### config.mk
export PLATFORM = sky130hd
export DESIGN_NAME = wb_prefetch_flat
export DESIGN_NICKNAME = d
export VERILOG_FILES = /design/src/rtl/wb_prefetch_if.sv /design/src/rtl/wb_prefetch.sv /design/src/flat_wrapper.sv
export SDC_FILE = /design/constraint.sdc
export NUM_CORES = 1
export LEC_CHECK = 0
export CAP_MARGIN = 10
export CORE_MARGIN = 8
export CORE_UTILIZATION = 40
export CTS_CLUSTER_SIZE = 10
export DETAILED_ROUTE_END_ITERATION = 6
export PLACE_DENSITY = 0.63
export RECOVER_POWER = 25
export SETUP_SLACK_MARGIN = 0.5
export SLEW_MARGIN = 20
export SYNTH_ARGS = -nofsm -noshare
export SYNTH_HDL_FRONTEND = slang
export SYNTH_SLANG_ARGS = --single-unit
### constraint.sdc
create_clock -name clk -period 11.2 [get_ports clk]
set_input_delay 3.36 -clock clk [delete_from_list [all_inputs] [get_ports clk]]
set_output_delay 3.36 -clock clk [all_outputs]
set_load 0.05 [all_outputs]
### src/rtl/wb_prefetch_if.sv
// Pipelined Wishbone read bus between the instruction prefetcher and the ROM slave.
// clk/rst are carried for the slave side only; the master never looks at them.
interface if_wb #(
  parameter int AW = 13,
  parameter int DW = 16
) (
  input logic clk,
  input logic rst
);
  logic          cyc;
  logic          stb;
  logic          we;
  logic [AW-1:0] adr;
  logic [DW/8-1:0] sel;
  logic [DW-1:0] dat_i;
  logic          ack;
  logic          stall;

  modport master (output cyc, stb, we, adr, sel, input dat_i, ack, stall);
  modport slave  (input clk, rst, cyc, stb, we, adr, sel, output dat_i, ack, stall);
endinterface

### src/rtl/wb_prefetch.sv
// J1 instruction prefetcher: credit-limited pipelined Wishbone reads into a small {pc, word} FIFO.
// Redirect flushes the FIFO and drops every ack still owed for the abandoned stream.
module wb_prefetch #(
  parameter int            AW       = 13,
  parameter int            DEPTH    = 4,
  parameter logic [AW-1:0] RESET_PC = '0
) (
  input  logic          clk,
  input  logic          rst,
  input  logic          redirect,
  input  logic [AW-1:0] redirect_pc,
  output logic [15:0]   insn,
  output logic [AW-1:0] insn_pc,
  output logic          insn_valid,
  input  logic          insn_ready,
  if_wb.master          wb
);
  localparam int            PW     = $clog2(DEPTH);
  localparam int            CW     = PW + 1;
  localparam logic [CW:0]   C_LIM  = (CW+1)'(DEPTH);
  localparam logic [CW-1:0] C_FULL = CW'(DEPTH);

  logic [AW-1:0] r_fetch_pc;
  logic [AW-1:0] r_ack_pc;
  logic [CW-1:0] r_out;
  logic [CW-1:0] r_disc;
  logic [CW-1:0] r_count;
  logic [PW-1:0] r_rd;
  logic [PW-1:0] r_wr;
  logic [AW-1:0] r_pc_mem   [DEPTH];
  logic [15:0]   r_word_mem [DEPTH];

  logic [CW:0]   w_credit;
  logic          w_stb;
  logic          w_accept;
  logic          w_ack;
  logic          w_push;
  logic          w_pop;

  // Every FIFO slot is pre-reserved by a request, so the FIFO can never overflow.
  assign w_credit = {1'b0, r_count} + {1'b0, r_out};
  assign w_stb    = ~rst & ~redirect & (w_credit < C_LIM);
  assign w_accept = w_stb & ~wb.stall;
  // Acks with nothing outstanding belong to a bus cycle cut short by reset.
  assign w_ack    = wb.ack & (r_out != '0);
  assign w_push   = w_ack & (r_disc == '0) & ~redirect;
  assign w_pop    = insn_valid & insn_ready & ~redirect;

  assign wb.stb = w_stb;
  assign wb.cyc = w_stb | (r_out != '0);
  assign wb.adr = r_fetch_pc;
  assign wb.we  = 1'b0;
  assign wb.sel = '1;

  assign insn_valid = (r_count != '0);
  assign insn       = r_word_mem[r_rd];
  assign insn_pc    = r_pc_mem[r_rd];

  always_ff @(posedge clk or posedge rst) begin
    if (rst) begin
      r_fetch_pc <= RESET_PC;
      r_ack_pc   <= RESET_PC;
      r_out      <= '0;
      r_disc     <= '0;
    end else begin
      r_out <= r_out + CW'(w_accept) - CW'(w_ack);
      if (redirect) begin
        r_fetch_pc <= redirect_pc;
        r_ack_pc   <= redirect_pc;
        r_disc     <= r_out - CW'(w_ack);
      end else begin
        if (w_accept) r_fetch_pc <= r_fetch_pc + AW'(1);
        if (w_push) r_ack_pc <= r_ack_pc + AW'(1);
        if (w_ack && (r_disc != '0)) r_disc <= r_disc - CW'(1);
      end
    end
  end

  always_ff @(posedge clk or posedge rst) begin
    if (rst) begin
      r_rd    <= '0;
      r_wr    <= '0;
      r_count <= '0;
      for (int i = 0; i < DEPTH; i++) begin
        r_pc_mem[i]   <= '0;
        r_word_mem[i] <= '0;
      end
    end else if (redirect) begin
      r_rd    <= '0;
      r_wr    <= '0;
      r_count <= '0;
    end else begin
      if (w_push) begin
        r_pc_mem[r_wr]   <= r_ack_pc;
        r_word_mem[r_wr] <= wb.dat_i;
        r_wr             <= r_wr + PW'(1);
      end
      if (w_pop) r_rd <= r_rd + PW'(1);
      r_count <= r_count + CW'(w_push) - CW'(w_pop);
    end
  end

  a_no_overflow: assert property (@(posedge clk) disable iff (rst)
    !(w_push && !w_pop && (r_count == C_FULL)));

endmodule

### src/flat_wrapper.sv
// flat-port wrapper written by rule: the top's interface ports become plain ports
module wb_prefetch_flat 
#(
  parameter int            AW       = 13,
  parameter int            DEPTH    = 4,
  parameter logic [AW-1:0] RESET_PC = '0
)
  (clk, rst, redirect, redirect_pc, insn, insn_pc, insn_valid, insn_ready, wb_cyc, wb_stb, wb_we, wb_adr, wb_sel, wb_dat_i, wb_ack, wb_stall);
  if_wb #(.AW(AW), .DW(16)) wb_i (.clk(clk), .rst(rst));
  input  logic clk;
  input  logic rst;
  input  logic redirect;
  input  logic [AW-1:0] redirect_pc;
  output logic [15:0] insn;
  output logic [AW-1:0] insn_pc;
  output logic insn_valid;
  input  logic insn_ready;
  output wire logic [$bits(wb_i.cyc)-1:0] wb_cyc;
  output wire logic [$bits(wb_i.stb)-1:0] wb_stb;
  output wire logic [$bits(wb_i.we)-1:0] wb_we;
  output wire logic [$bits(wb_i.adr)-1:0] wb_adr;
  output wire logic [$bits(wb_i.sel)-1:0] wb_sel;
  input wire logic [$bits(wb_i.dat_i)-1:0] wb_dat_i;
  input wire logic [$bits(wb_i.ack)-1:0] wb_ack;
  input wire logic [$bits(wb_i.stall)-1:0] wb_stall;
  assign wb_cyc = wb_i.cyc;
  assign wb_stb = wb_i.stb;
  assign wb_we = wb_i.we;
  assign wb_adr = wb_i.adr;
  assign wb_sel = wb_i.sel;
  assign wb_i.dat_i = wb_dat_i;
  assign wb_i.ack = wb_ack;
  assign wb_i.stall = wb_stall;
  wb_prefetch #(.AW(AW), .DEPTH(DEPTH), .RESET_PC(RESET_PC)) u_core (.clk(clk), .rst(rst), .redirect(redirect), .redirect_pc(redirect_pc), .insn(insn), .insn_pc(insn_pc), .insn_valid(insn_valid), .insn_ready(insn_ready), .wb(wb_i));
endmodule
* Yosys cells after proc, flatten, opt, wreduce, memory -nomap -nowiden *
Cells that the tools add are included.

cells by class
  $add $sub $neg = 11
  multiply operators = 0
  div/mod/pow operators = 0
  order comparisons = 4
  equal/unequal tests = 0
  shift operators = 0
  mux-type cells = 23
  bitwise logic cells = 14
  reductions and logical operators = 11

operators by type and width
  kind                   number
  $mux 13                7
  $bwmux 64              1
  $bwmux 52              1
  $mux 16                3
  $bmux 16 s2            1
  $demux 16 s2           1
  $add 13x1->13 const B  2
  $bmux 13 s2            1
  $demux 13 s2           1
  $mux 3                 3
  $reduce_bool 3->1      3
  $sub 3x1->3            3
  $and 1x1->1            8
  $mux 2                 4
  $reduce_bool 2->1      4
  $add 3x1->3            2
  $ge 3x3->1 const B     2
  $not 2->3              2
  $add 2x1->2 const B    2
  $add 3x3->4            1
  $lt 4x3->1 const B     1
  $logic_not 3->1        1
  $lt 3x1->1 const B     1
  $not 1->1              3
  other kinds (4)        5

storage, ports and cells
  register bits after elaboration = 155
  latch bits = 0
  memory bits (writable) = 0
  memory bits (read-only) = 0
  memories = 0

* Logic depth before layout (Yosys ltp) *
  word-level depth = 7
  mapped depth = 11

* Least setup slack after synthesis *
No wires, ideal clock.

  path kind = input port to output port
  start point = input rst
  end point = output wb_stb
  arrival = 5.364 ns
  required time = 7.840 ns
  setup slack = 2.476 ns
  cell stages on the path = 3
  cell sequence = or4_1 buf_2 a311oi_1

on the way
  cells in the longest elaborated chain, start to end = 3

RTL lines
  item                      line                RTL
  start, declared           flat_wrapper.sv:11  input logic rst;
  $not 1->1                 wb_prefetch.sv:42   assign w_stb = ~rst & ~redirect & (w_credit < C_LIM);
  $and 1x1->1 (2 in a row)  wb_prefetch.sv:42
  end, declared             flat_wrapper.sv:19  output wire logic [$bits(wb_i.stb)-1:0] wb_stb;

No other way between the ends.

* Worst setup path in the final report *
  start point = input redirect
  end point = output wb_cyc

on the way
  cells in the longest elaborated chain, start to end = 4

RTL lines
  item                      line                RTL
  start, declared           flat_wrapper.sv:12  input logic redirect;
  $not 1->1 (no line)       -
  $and 1x1->1 (2 in a row)  wb_prefetch.sv:42
  $or 1x1->1                wb_prefetch.sv:50   assign wb.cyc = w_stb | (r_out != '0);
  end, declared             flat_wrapper.sv:18  output wire logic [$bits(wb_i.cyc)-1:0] wb_cyc;

No other way between the ends.

==> flow_summary.json <==
{
  "final.setup.tns_ps": 0,
  "drtIter0Drc": 267,
  "synth_top_family_by_area": "multiplexers",
  "arrival_ps": 6340,
  "setup_viol": 0,
  "post_cts_buffers": 0,
  "cts_hold_buf": 0,
  "drtAntennaViolNets": 0,
  "rsz0062_at_grt": "no",
  "synth_edf_count": 0,
  "routedWlPerCell_um": 19.1,
  "synthCells": 537,
  "die-width_um": 152,
  "vdd_drop_max_mv": 0.179,
  "mostFrequentLayoutCell": "dfrtp_1",
  "io_buffer_count": 79,
  "drc_errors": 0,
  "muxShareOfSynthArea": 0.282,
  "ys_async_sr_fraction": 1.00,
  "areaGrowthSynthToFinish_pct": 20.8,
  "hold_violations": 0,
  "max_cap_violations": 2,
  "drive_gt1_frac": 0.325,
  "antenna_found_initial": 0,
  "grt_max_degree": 96,
  "placementRows": 49,
  "crit_required_ps": 7840,
  "vias": 4681,
  "gp_congestion": 0.849,
  "p_leak_uw": 0.00394,
  "clk_pin_slew_ps": 60,
  "worstMarginPinSlew_ps": 4250,
  "final_net_count": 662,
  "cts_buffers": 17,
  "core_area_sq_um": 18000,
  "wl_mm": 16.2,
  "grt_pass1_vias": 5138,
  "synth_fa_ha_area_frac": 0.0325,
  "fmax_ghz": 0.103,
  "timing.final.crit_share": 0.866,
  "grt_pass1_wl_mm": 27.5,
  "grt_overflow": 0,
  "ys_ff_latch": 155,
  "violations": "capacitance limit, slew limit",
  "cp_max_fo": 40,
  "criticalPathCategory": "primary input to output pin",
  "final.min_clock_period_ps": 9700,
  "p_per_area_nw_per_um2": 241,
  "cts-htree-levels": 4,
  "layout_common_cells": "154 x dfrtp_1, 121 x mux2_2, 77 x clkdlybuf4s50_1",
  "finClkSkew_ps": 8.11,
  "cts.sinks": 155,
  "tritoncts": "yes",
  "ys.warnings.count": 0,
  "synth_compound_area_frac": 0.0369,
  "ios": 83,
  "final_core_utilization": 0.495,
  "initial_core_util": 0.410,
  "num-fill-cells": 1565,
  "slew_viol_final": 137,
  "track_usage": 0.147,
  "clock_path_buffers": 2,
  "clock_latency_ps": 420,
  "viasPerCell": 5.50,
  "synth_ff_type": "dfrtp_1",
  "detail_route.first_pass.iterations": 4,
  "cp-start-kind": "primary input",
  "min_path_type": "flop to flop",
  "die_area_sq_um": 23100,
  "end_kind": "output pin",
  "die_h_um": 152,
  "syn_area_per_cell_sq_um": 13.8,
  "diodes": 0,
  "yosysSeqAreaShare": 0.525,
  "yosys.area_share.simple": 0.0637,
  "cts_resized": 0,
  "synth_xor_area_frac": 0.0237,
  "root_buffer": "clkbuf_16",
  "slew_headroom": -1.85,
  "synth_cell_type_count": 51,
  "syn_area_sq_um": 7380,
  "hpwl_mm": 10.5,
  "status": "complete, but fails checks"
}
[metrics by stage]
step | total power (uW) | cells | setup slack, ps | cell area [sq um] | hold WS (ps)
global placement | 1620 | 819 | 1930 | 8380 | 483
global route | 2270 | 851 | 1370 | 8920 | 509
finish | 2150 | 851 | 1500 | 8920 | 500
CTS | 2180 | 851 | 1890 | 8930 | 508
floorplan | 1380 | 538 | 2480 | 7390 | 475
detailed placement | 1650 | 819 | 1910 | 8380 | 492
[sequential cells by signal, summed over array words and instances, names as in the netlist]
name               cells
u_core.r_word_mem     64
u_core.r_pc_mem       52
u_core.r_ack_pc       13
u_core.wb.adr         13
u_core.r_count         3
u_core.r_disc          3
u_core.r_out           3
u_core.r_rd            2
u_core.r_wr            2
[critical path, cell delays in order]
cell,delay [ps]
dlygate4sd3_1,520
clkbuf_1,1360
o21ai_0,310
clkdlybuf4s50_1,790
[worst paths after layout]
check | startpoint | end | cells after the start | slack, ps
setup / recovery | redirect | wb_cyc | 4 | 1500
hold / removal | u_core.r_pc_mem[10]$_DFFE_PP0P_ | u_core.r_pc_mem[10]$_DFFE_PP0P_ | 1 | 500
setup reg to reg | u_core.r_out[2]$_DFF_PP0_ | u_core.r_out[2]$_DFF_PP0_ | 9 | 8190
hold reg to reg | u_core.r_pc_mem[10]$_DFFE_PP0P_ | u_core.r_pc_mem[10]$_DFFE_PP0P_ | 1 | 500
max in group asynchronous | rst | u_core.r_rd[0]$_DFFE_PP0P_ | 2 | 4180
min in group asynchronous | rst | u_core.wb.adr[1]$_DFFE_PP0P_ | 2 | 4700
[synthesized netlist by cell type, types with 3 or more instances]
master	n	area, sq um
and4_1	3	26.3
buf_4	3	22.5
or3_1	3	18.8
mux4_2	29	653
a31oi_1	3	18.8
a21oi_1	5	25.0
inv_1	23	86.3
xor2_1	10	87.6
nor2_1	15	56.3
nand2_1	18	67.6
xnor2_1	10	87.6
nor3_1	5	25.0
or4_1	3	22.5
and3_1	4	25.0
buf_1	9	33.8
dfrtp_1	155	3880
nor4_1	8	50.1
nand3_1	9	45.0
mux2i_1	7	70.1
ha_1	16	200
o21ai_0	11	55.1
nor3b_1	5	37.5
clkbuf_1	10	37.5
nand4_1	7	43.8
buf_2	10	50.1
mux2_2	121	1360
o211ai_1	4	30.0
[power breakdown]
part / internal, uW / switching (uW) / total (uW) / leakage (uW)
Combinational: 360 / 473 / 833 / 0.00165
Clock: 287 / 236 / 523 / 0.000251
Sequential: 678 / 115 / 793 / 0.00204
[layout make-up]
class	instances	area, sq um	share of cell area
well taps	229	287	0.0321
inverters	25	95.1	0.0107
clock inverters	14	113	0.0126
multi-input cells	324	3280	0.367
flip-flops and latches	155	3880	0.435
clock buffers	18	429	0.0481
repair buffers	86	840	0.0941
[layer usage]
metal  vias to the layer above  share of wire  GRT usage
li1                       2104              -          -
met1                      2443           0.47      0.193
met2                       122           0.47      0.226
met3                        12          0.050     0.0460
met4                         0          0.011     0.0462
met5                         -              0          0
[kinds of logic after synthesis]
family / after synthesis
mux: 157
buf+inv: 59
xor+xnor: 20
compound gates: 39
flops: 155
other cells: 2
simple gates: 87
fa+ha+maj: 18
Power figures use the tool's default switching activity.
